==> src/rtl/mips_muldiv_unit.sv <==
// Iterative MULT/MULTU/DIV/DIVU unit owning the MIPS HI/LO registers.
// One radix-2 step per clock: shift-add multiply, restoring divide, then a sign-fix cycle.
module mips_muldiv_unit #(
    parameter int WIDTH = 32
) (
    input  logic             clk,
    input  logic             rst_n,
    input  logic             start,
    input  logic [1:0]       op,
    input  logic [WIDTH-1:0] a,
    input  logic [WIDTH-1:0] b,
    input  logic             hi_we,
    input  logic             lo_we,
    input  logic [WIDTH-1:0] wdata,
    output logic             busy,
    output logic             done,
    output logic             div_by_zero,
    output logic [WIDTH-1:0] hi,
    output logic [WIDTH-1:0] lo,
    output logic [1:0]       state_dbg
);

    // Handshake: start is accepted only when busy==0 (IDLE); busy rises at the accepting
    // edge and falls at the edge that writes hi/lo, where done pulses for exactly one cycle.
    localparam logic [1:0] S_IDLE = 2'd0;
    localparam logic [1:0] S_RUN  = 2'd1;
    localparam logic [1:0] S_FIX  = 2'd2;
    localparam int CW = $clog2(WIDTH + 1);

    logic [1:0]         state;
    logic [1:0]         op_r;
    logic               sign_a;
    logic               sign_b;
    logic [WIDTH-1:0]   a_orig;
    logic [WIDTH-1:0]   addend;
    logic [2*WIDTH-1:0] acc;
    logic [CW-1:0]      count;

    logic [WIDTH-1:0]   mag_a_in;
    logic [WIDTH-1:0]   mag_b_in;
    logic [WIDTH:0]     mul_sum;
    logic [WIDTH:0]     div_shift;
    logic [WIDTH:0]     div_diff;
    logic [2*WIDTH-1:0] acc_next;
    logic [2*WIDTH-1:0] prod_fix;
    logic [WIDTH-1:0]   quo_fix;
    logic [WIDTH-1:0]   rem_fix;
    logic [WIDTH-1:0]   hi_fix;
    logic [WIDTH-1:0]   lo_fix;
    logic               zero_div;

    assign busy      = (state != S_IDLE);
    assign state_dbg = state;

    // Multiply: acc = {partial, multiplier}; the addend is |a|.
    // Divide:   acc = {remainder, dividend/quotient}; the addend is |b|.
    always_comb begin
        mag_a_in  = (op[0] && a[WIDTH-1]) ? -a : a;
        mag_b_in  = (op[0] && b[WIDTH-1]) ? -b : b;
        mul_sum   = {1'b0, acc[2*WIDTH-1:WIDTH]} + {1'b0, (acc[0] ? addend : '0)};
        div_shift = {acc[2*WIDTH-1:WIDTH], acc[WIDTH-1]};
        div_diff  = div_shift - {1'b0, addend};
        if (op_r[1]) begin
            if (div_diff[WIDTH])
                acc_next = {div_shift[WIDTH-1:0], acc[WIDTH-2:0], 1'b0};
            else
                acc_next = {div_diff[WIDTH-1:0], acc[WIDTH-2:0], 1'b1};
        end else begin
            acc_next = {mul_sum, acc[WIDTH-1:1]};
        end
    end

    // Signed results are computed on magnitudes and corrected here; the remainder follows a's sign.
    always_comb begin
        zero_div = op_r[1] && (addend == '0);
        prod_fix = (op_r[0] && (sign_a ^ sign_b)) ? -acc : acc;
        quo_fix  = (op_r[0] && (sign_a ^ sign_b)) ? -acc[WIDTH-1:0] : acc[WIDTH-1:0];
        rem_fix  = (op_r[0] && sign_a) ? -acc[2*WIDTH-1:WIDTH] : acc[2*WIDTH-1:WIDTH];
        if (!op_r[1]) begin
            hi_fix = prod_fix[2*WIDTH-1:WIDTH];
            lo_fix = prod_fix[WIDTH-1:0];
        end else if (zero_div) begin
            hi_fix = a_orig;
            lo_fix = '1;
        end else begin
            hi_fix = rem_fix;
            lo_fix = quo_fix;
        end
    end

    always_ff @(posedge clk) begin
        if (!rst_n) begin
            state       <= S_IDLE;
            op_r        <= 2'b00;
            sign_a      <= 1'b0;
            sign_b      <= 1'b0;
            a_orig      <= '0;
            addend      <= '0;
            acc         <= '0;
            count       <= '0;
            done        <= 1'b0;
            div_by_zero <= 1'b0;
            hi          <= '0;
            lo          <= '0;
        end else begin
            done        <= 1'b0;
            div_by_zero <= 1'b0;
            case (state)
                S_IDLE: begin
                    if (start) begin
                        op_r   <= op;
                        sign_a <= op[0] & a[WIDTH-1];
                        sign_b <= op[0] & b[WIDTH-1];
                        a_orig <= a;
                        addend <= op[1] ? mag_b_in : mag_a_in;
                        acc    <= {{WIDTH{1'b0}}, (op[1] ? mag_a_in : mag_b_in)};
                        count  <= CW'(WIDTH);
                        state  <= S_RUN;
                    end else begin
                        if (hi_we) hi <= wdata;
                        if (lo_we) lo <= wdata;
                    end
                end
                S_RUN: begin
                    acc   <= acc_next;
                    count <= count - CW'(1);
                    if (count == CW'(1)) state <= S_FIX;
                end
                S_FIX: begin
                    hi          <= hi_fix;
                    lo          <= lo_fix;
                    done        <= 1'b1;
                    div_by_zero <= zero_div;
                    state       <= S_IDLE;
                end
                default: state <= S_IDLE;
            endcase
        end
    end

endmodule

==> config.mk <==
export PLATFORM = sky130hd
export DESIGN_NAME = mips_muldiv_unit
export DESIGN_NICKNAME = d
export VERILOG_FILES = /design/src/rtl/mips_muldiv_unit.sv
export SDC_FILE = /design/constraint.sdc
export NUM_CORES = 1
export LEC_CHECK = 0
export CAP_MARGIN = 10
export CORE_MARGIN = 4
export CORE_UTILIZATION = 33
export DETAILED_ROUTE_END_ITERATION = 7
export SLEW_MARGIN = 20
export SYNTH_ARGS = -nofsm -noshare
export SYNTH_HDL_FRONTEND = slang
export SYNTH_SLANG_ARGS = --single-unit
==> constraint.sdc <==
create_clock -name clk -period 3.9 [get_ports clk]
set_clock_uncertainty 0.1 [all_clocks]
set_input_delay 0.585 -clock clk [delete_from_list [all_inputs] [get_ports clk]]
set_output_delay 0.585 -clock clk [all_outputs]
set_load 0.05 [all_outputs]
After elaboration in Yosys (flattened, before gate mapping) --
Index checks and enable logic that the tools add are counted.
Word-level totals: input port bits 103, output and inout bits 69, word-level logic and storage cells 75, bits in registers 206
Cells by class: add/sub/neg operators 8, reduce and logical (&&, ||, !) cells 16, equal/unequal tests 8, bitwise gates (word level) 3, mux-type cells 28
Operators with widths (count):
- $mux W32 | 15
- $mux W64 | 4
- $neg A32 Y32 | 4
- $pmux W32 S2 | 2
- $pmux W64 S2 | 1
- $neg A64 Y64 | 1
- $add A32 B32 Y33 | 1
- $sub A33 B32 Y33 | 1
- $logic_not A32 Y1 | 1
- $pmux W6 S2 | 1
- $ne A2 B2 Y1 const B | 5
- $reduce_and A2 Y1 | 4
- $eq A6 B1 Y1 const B | 1
- $mux W6 | 1
- $reduce_and A3 Y1 | 2
- $reduce_bool A2 Y1 | 3
- $sub A6 B1 Y6 const B | 1
- $logic_and A1 B1 Y1 | 5
- $mux W2 | 2
- $pmux W2 S2 | 1
- $and A1 B1 Y1 | 2
- $eq A2 B1 Y1 const B | 1
- $eq A2 B2 Y1 const B | 1
- $logic_not A2 Y1 | 1
- 2 further kinds | 2

Depth between registers and ports, before layout --
Gate-level depths: netlist (run 1).
word-level depth 6, gate-level depth with buffers 15, depth with buffers taken out 13

Worst setup path after synthesis (run 1) --
OpenSTA, ideal clock, no wires.
path type reg-to-reg, from reg acc[0], to reg acc[63], clock period less this slack 3398 ps, arrival 3207 ps, stages on the path, launching flop included 15, required time 3708 ps, buffers on the path 1, setup time 92 ps, path slack 502 ps, path through dfxtp_1 -> clkbuf_1 -> and2_1 -> ha_1 -> inv_1 -> fa_1 -> nor2b_1 -> o31ai_1 -> a211oi_1 -> o22ai_1 -> o41ai_1 -> a41oi_1 -> o21ai_0 -> a31oi_1 -> nor4_1
On the way: longest elaborated chain between the ends 4
RTL lines:
- start: declaration | RTL line 36 | logic [2*WIDTH-1:0] acc;
- start signal: assignment | RTL line 116 | acc <= {{WIDTH{1'b0}}, (op[1] ? mag_a_in : mag_b_in)};
- start signal: assignment | RTL line 125 | acc <= acc_next;
- $mux W32 | RTL line 60 | mul_sum = {1'b0, acc[2*WIDTH-1:WIDTH]} + {1'b0, (acc[0] ? addend : '0)};
- $add A32 B32 Y33 | RTL line 60
- $mux W64 | RTL line 63 | if (op_r[1]) begin
- $pmux W64 S2 | RTL line 108 | case (state)
Every way passes these cells. A chain may end at the register's enable or synchronous reset.

Worst setup path in the final report (run 1) --
from reg acc[7], to reg hi[25]
On the way: longest elaborated chain between the ends 4
RTL lines:
- $neg A64 Y64 | RTL line 76 | prod_fix = (op_r[0] && (sign_a ^ sign_b)) ? -acc : acc;
- $mux W64 | RTL line 76
- $mux W32 | RTL line 79 | if (!op_r[1]) begin
- $pmux W32 S2 | RTL line 108
- end signal: assignment | RTL line 120 | if (hi_we) hi <= wdata;
- end signal: assignment | RTL line 130 | hi <= hi_fix;
- end: declaration | RTL line 18 | output logic [WIDTH-1:0] hi,
Every way passes these cells.

==> metrics.md, run 1 <==
| Metric | Value |
|---|---|
| Port bufs | `171` |
| FF-to-FF Start | `acc[7]` |
| Die area | `54520 sq um` |
| DR pass1 iterations | `6` |
| Worst Path Required | `4.31 ns` |
| Gpl congestion | `0.9862` |
| DRC | `0` |
| Std cell rows | `82` |
| Sequential element share of the synthesized area | `0.2458` |
| Unrepaired setup endpoints after global routing | `no` |
| FF-to-FF path depth | `10` |
| Commonest cells after routing, fill and taps aside | `nand2_1 (302), a21oi_1 (270), nor2_1 (229)` |
| CTS HTree Levels | `1` |
| Period utilisation layout | `0.9604` |
| Design area | `20500 sq um` |
| Vias | `18900` |
| Synthesized Nets | `2525` |
| CP startpoint kind | `register` |
| Hold Path Stages | `2` |
| Total Negative Setup Slacks | `0 ns` |
| Post-DP HPWL | `59.02 mm` |
| Crit path capture type | `register` |
| Synth unique cells | `74` |
| CTS tree | `done` |
| Post-CTS Hold Buffers | `0` |
| Ys flop type | `dfxtp_1` |
| Worst-Skew Late Latency | `0.58 ns` |
| HP Start | `addend[4]` |
| Layout Nets | `2665` |
| Top-level I/O count | `172` |
| Slew @ Worst Pin | `1.079 ns` |
| Die W | `233.5 um` |
| Synth warn | `0` |
| Layout cells sized above 1 | `0.08367` |
| Drt initial violations | `2215` |
| Pwr Density | `379.2 nW/um^2` |
| Fraction of registers with async set/reset | `0` |
| Area Overhead vs Synth | `22.20%` |
| Initial antenna violation count | `1` |
| Setup CP Type | `register to register` |
| # diodes | `0` |
| Vias in the first global route | `17790` |
| Post-Syn Instances | `2350` |
| Max-Cap Viols | `0` |
| Fin. max-slew vios | `0` |
| Post-Syn Area | `16780 sq um` |
| FF+latch count, synth | `206` |
| First-pass GRT wire length | `111.1 mm` |
| Clk slew on worst S/H paths | `0.07 ns` |
| Syn_area_per_cell | `7.140 sq um` |
| Worst Path Arrival | `4.16 ns` |
| Placed instance area | `19580 sq um` |
| Final setup fails | `0` |
| Largest net degree at the start of global routing | `91` |
| Worst r2r dst | `hi[25]` |
| Total wire length | `75.20 mm` |
| Clock Sinks | `206` |
| Max Clk Rate | `267.0 MHz` |
| Routed Antenna Nets | `0` |
| Crit path time final | `3.746 ns` |
| Min-delay worst type | `register to register` |
| Starting Density | `0.3345` |
| Pleak | `8.039 nW` |
| IR drop worst, VDD | `0.3086 mV` |
| Worst reg2reg setup slack | `0.15 ns` |
| Via/cell ratio | `5.939` |
| EDFF count, synth | `0` |
| Rel. slew slack | `0.2741` |
| Routed len/inst | `23.63 um` |
| Worst Hold Path EP | `addend[4]` |
| CTS Root Cell | `clkbuf_16` |
| Final core utilization | `0.4087` |
| Final hold violations | `0` |
| Die Y-Extent | `233.5 um` |
| Most common cell after layout, fill and taps aside | `nand2_1` |
| Largest fanout on the critical path | `8` |
| Filler Cell Count | `5220` |
| CTS max path bufs | `3` |
| Core area | `50170 sq um` |
| Area of the multi-input gates | `11710 sq um` |
| Status | `finished clean` |
| Inserted Clock Buffers | `26` |
| Total global routing overflow | `0` |
| Setup Buffers After CTS | `0` |
| Area of all sequential standard cells | `4128 sq um` |
| Global-route usage over all layers | `0.2644` |
==> cell families (layout without fill, tap and decap cells) <==
family | count (synthesis) | after routing | synth area share
buffers and inverters | 252 | 412 | 0.05853
muxes | 57 | 57 | 0.03460
xor gates and xnor gates | 200 | 200 | 0.1044
AOI/OAI and AO/OA | 757 | 757 | 0.2828
DFF | 206 | 206 | 0.2458
adders and majority gates | 72 | 72 | 0.05458
and+or+nand+nor | 806 | 806 | 0.2193
==> cell type report <==
| class | count | share of cell area |
|---|---|---|
| Tap cell | 672 | 0.04101 |
| Multi-Input combinational cell | 1892 | 0.5711 |
| Clock buffer | 33 | 0.03496 |
| Inverter | 73 | 0.01349 |
| Clock inverter | 15 | 0.01001 |
| Sequential cell | 206 | 0.2013 |
| Timing Repair Buffer | 291 | 0.1281 |
==> layer usage <==
metal	GRT usage	part of all wire
met3	0.03366	0.082
met5	0	0
met1	0.3464	0.41
met4	0.1172	0.053
met2	0.4353	0.46
==> registers in the layout, indices dropped and copies added, names as in the netlist <==
name         cells
acc             64
a_orig          32
addend          32
hi              32
lo              32
count            6
op_r             2
state_dbg        2
div_by_zero      1
done             1
sign_a           1
sign_b           1
==> per-stage QoR <==
stage	setup slack [ns]	power [mW]	hold slack (ns)	cells
after floorplan	0.5016	4.103	0.3319	2350
after global placement	0.1139	5.105	0.3427	3134
after detailed placement	0.1427	5.115	0.3469	3134
after CTS	0.1130	7.717	0.3541	3182
after global routing	0.03308	8.087	0.3699	3182
final	0.1543	7.775	0.3535	3182
==> how the worst max path moves through the flow <==
stage                 from      end  slack [ns]  depth (start not counted)
detailed placement  acc[7]   hi[25]        0.14                         10
floorplan           acc[0]  acc[63]        0.50                         14
global route        acc[0]  acc[59]        0.03                         15
finish              acc[7]   hi[25]        0.15                         10
global placement    acc[7]   hi[25]        0.11                         10
CTS                 acc[7]   hi[25]        0.11                         10
==> cell usage after synthesis (6+ instances only) <==
cell type    n  area share
o21a_1      10      0.0045
xor2_1      87       0.045
and3_1      20      0.0075
o221ai_1    31       0.016
nor2_1     231       0.052
xnor2_1    113       0.059
a21oi_1    270       0.081
o211ai_1    56       0.025
mux2_2       8      0.0054
nor3_1      43       0.013
a22oi_1     18      0.0081
or3_1       25      0.0093
o31ai_1     17      0.0076
a211oi_1    52       0.023
or4_1       11      0.0049
o211a_1      6      0.0036
mux2i_1     49       0.029
ha_1        70       0.052
buf_1        9      0.0020
a31oi_1     23      0.0086
nand2b_1    17      0.0063
and2_1      11      0.0041
nand2_1    302       0.068
a21o_1      30       0.013
nor2b_1     15      0.0056
nand4_1     17      0.0063
a311oi_1    15      0.0078
a221oi_1     8      0.0042
or2_2       13      0.0048
o21ai_0    149       0.044
dfxtp_1    206        0.25
o21bai_1     8      0.0036
nand3_1     49       0.015
clkbuf_1   160       0.036
o22ai_1      7      0.0026
nor4_1      33       0.012
inv_1       70       0.016
o41ai_1      8      0.0042
==> worst max-delay path: stages (launching register included) <==
cell       delay (ns)
dfxtp_1          0.41
or4_4            0.59
or3_4            0.36
nor4_1           0.30
buf_4            0.19
and4_1           0.44
a31oi_1          0.19
xnor2_1          0.16
a2111oi_1        0.63
buf_4            0.21
a31o_2           0.08
==> what timing repair did <==
action | CTS | global route
resized for setup | 0 | 1
endpoints found under the hold margin | 0 | 0
endpoints found under the setup margin | 0 | 1
==> power by group <==
group	switching (mW)	internal (mW)	leakage, nW	total [mW]
logic	1.69	1.01	5.91	2.70
clock network	1.06	1.57	0.445	2.63
registers	0.187	2.26	1.69	2.44
total	2.94	4.84	8.04	7.77
No activity file was read; power rests on OpenSTA's default activity.
==> run 2, diff against run 1 <==
RECOVER_POWER = 100   (was not set)
SLEW_MARGIN = not set   (was 20)
==> metrics.md, run 2 (same netlist as run 1, synthesis figures left out) <==
| Metric | Value |
|---|---|
| Status | `finished, violations left` |
| Failing checks | `capacitance limit, slew limit` |
| Starting Density | `0.3345 (unchanged)` |
| Post-DP HPWL | `59.02 mm (unchanged)` |
| Final hold violations | `0 (unchanged)` |
| IR drop worst, VDD | `0.3133 mV (+1.5%)` |
| Post-CTS Hold Buffers | `0 (unchanged)` |
| Vias | `18930 (+0.18%)` |
| Crit path time final | `3.843 ns (+0.09694 ns)` |
| Worst Path Required | `4.31 ns (about the same)` |
| Core area | `50170 sq um (unchanged)` |
| Clock Sinks | `206 (unchanged)` |
| Worst Path Arrival | `4.25 ns (+0.09 ns)` |
| Layout Nets | `2665 (unchanged)` |
| Power Total | `7.732 mW (-0.55%)` |
| Slowest-stage cell, CP | `a2111oi_1` |
| Total wire length | `75.28 mm (about the same)` |
| Fin. max-slew vios | `153 (+153)` |
| Die Y-Extent | `233.5 um (unchanged)` |
| First-pass GRT wire length | `111.1 mm (unchanged)` |
| Routed Antenna Nets | `0 (unchanged)` |
| Most common cell after layout, fill and taps aside | `nand2_1` |
| Min-delay worst type | `register to register` |
| Clk slew on worst S/H paths | `0.06 ns (about the same)` |
| # diodes | `0 (unchanged)` |
| Routed len/inst | `23.66 um (about the same)` |
| Max-Cap Viols | `3 (+3)` |
| Combinational power share | `0.344 (-0.003)` |
| CTS tree | `done` |
| Unrepaired setup endpoints after global routing | `no` |
| CTS max path bufs | `3 (unchanged)` |
| DR pass1 iterations | `7 (+1)` |
| Inserted Clock Buffers | `26 (unchanged)` |
| Post-CTS Resized | `0 (unchanged)` |
| DRC | `0 (unchanged)` |
| Max Clk Rate | `260.2 MHz (-2.5%)` |
| CP delay by family, top | `simple AND/OR/NAND/NOR gates` |
| Crit-path max cell delay | `0.65 ns (+0.02 ns)` |
| CTS HTree Levels | `1 (unchanged)` |
| Crit path capture type | `register` |
| Period utilisation layout | `0.9853 (+0.02486)` |
| Std cell rows | `82 (unchanged)` |
| Port bufs | `171 (unchanged)` |
| Final core utilization | `0.4070 (-0.001721)` |
| Initial antenna violation count | `1 (unchanged)` |
| Area Overhead vs Synth | `21.68%` |
| Global-route usage over all layers | `0.2644 (unchanged)` |
| Via/cell ratio | `5.949 (+0.18%)` |
| Placed instance area | `19580 sq um (unchanged)` |
| Total global routing overflow | `0 (unchanged)` |
| Slew @ Worst Pin | `1.699 ns (+0.6197 ns)` |
| Sequential Power Share | `0.316 (+0.002)` |
| CP startpoint kind | `register` |
| Setup CP Type | `register to register` |
| Clock power share | `0.340 (about the same)` |
| Filler Cell Count | `5237 (+0.33%)` |
| Gpl congestion | `0.9862 (unchanged)` |
| Total Negative Setup Slacks | `0 ns (unchanged)` |
| Pre-CTS worst setup slack | `0.1427 ns (unchanged)` |
| Commonest cells after routing, fill and taps aside | `nand2_1 (302), a21oi_1 (270), nor2_1 (229)` |
| Largest Register | `acc` |
| Worst-Skew Late Latency | `0.58 ns (about the same)` |
| Pwr Density | `378.7 nW/um^2 (-0.13%)` |
| Worst path bufs/invs | `2 (unchanged)` |
| Layout cells sized above 1 | `0.07689 (-0.006773)` |
| Slack of the critical path | `0.05731 ns (-0.09694 ns)` |
| Largest net degree at the start of global routing | `91 (unchanged)` |
| Pleak | `8.201 nW (+2.0%)` |
| Crit-path cells | `or4_4 > or3_4 > nor4_1 > clkbuf_1 > and4_1 > a31oi_1 > xnor2_1 > a2111oi_1 > buf_4 > a31o_2` |
| Largest fanout on the critical path | `8 (unchanged)` |
| Worst reg2reg setup slack | `0.06 ns (-0.10 ns)` |
| Max FFs per register | `64 (unchanged)` |
| Sw frac | `0.3792 (+0.001454)` |
| Setup Buffers After CTS | `0 (unchanged)` |
| Switching power | `2.932 mW (-0.17%)` |
| Die W | `233.5 um (unchanged)` |
| Final setup fails | `0 (unchanged)` |
| Design area | `20420 sq um (-0.42%)` |
| Drt initial violations | `2097 (-5.3%)` |
| CTS Root Cell | `clkbuf_16` |
| Rel. slew slack | `-0.1324 (-0.4065)` |
| Top-level I/O count | `172 (unchanged)` |
| Die area | `54520 sq um (unchanged)` |
| Vias in the first global route | `17790 (unchanged)` |
| Internal power | `4.800 mW (-0.78%)` |
run 2: worst paths after layout:
check	cells past startpoint	end	startpoint
setup / recovery	10	hi[25]	acc[7]
hold / removal	2	hi[15]	hi[15]
hold reg to reg	2	hi[15]	hi[15]
setup reg to reg	10	hi[25]	acc[7]
run 2: per-stage QoR:
stage	hold slack (ns)	cells
floorplan	0.3319	2350
global placement	0.3427	3134
detailed placement	0.3469	3134
CTS	0.3541	3182
global route	0.3667	3182
finish	0.3522	3182
run 2: worst register-to-register path: cells and delay by family, from the launching register on:
family / cells / cell delay (ns)
AND/OR/NAND/NOR: 4 / 1.71
XOR/XNOR: 1 / 0.17
flip-flops: 1 / 0.41
AO/OA/AOI/OAI: 3 / 0.93
buffers and inverters: 2 / 0.47
run 2: metal layers:
layer / global-route usage / vias to the layer above / share of wire
li1: - / 8750 / -
met1: 0.3464 / 9059 / 0.40
met2: 0.4353 / 907 / 0.46
met3: 0.03366 / 215 / 0.082
met4: 0.1172 / 0 / 0.055
met5: 0 / - / 0
run 2: area by class of cell:
type | count | area, sq um | share of cell area
clock buffer | 33 | 716.9 | 0.03511
clock inverter | 15 | 205.2 | 0.01005
tap | 672 | 840.8 | 0.04118
multi-input combinational | 1892 | 11690 | 0.5726
inverter | 73 | 276.5 | 0.01354
timing repair buffer | 291 | 2560 | 0.1254
sequential | 206 | 4128 | 0.2022
run 2: power by group through the flow:
stage                     logic, mW  clock network, mW  registers [mW]
after floorplan                1.57                  0            2.53
after global placement         2.63                  0            2.48
after detailed placement       2.63                  0            2.48
after CTS                      2.65               2.64            2.44
after global routing           2.85               2.74            2.45
final                          2.66               2.63            2.44
==> run 3, diff against run 2 <==
ABC_AREA = 0   (was not set)
TNS_END_PERCENT = 50   (was not set)
==> results of run 3 <==
The final DEF is identical to that of run 2; final timing and power are the same.
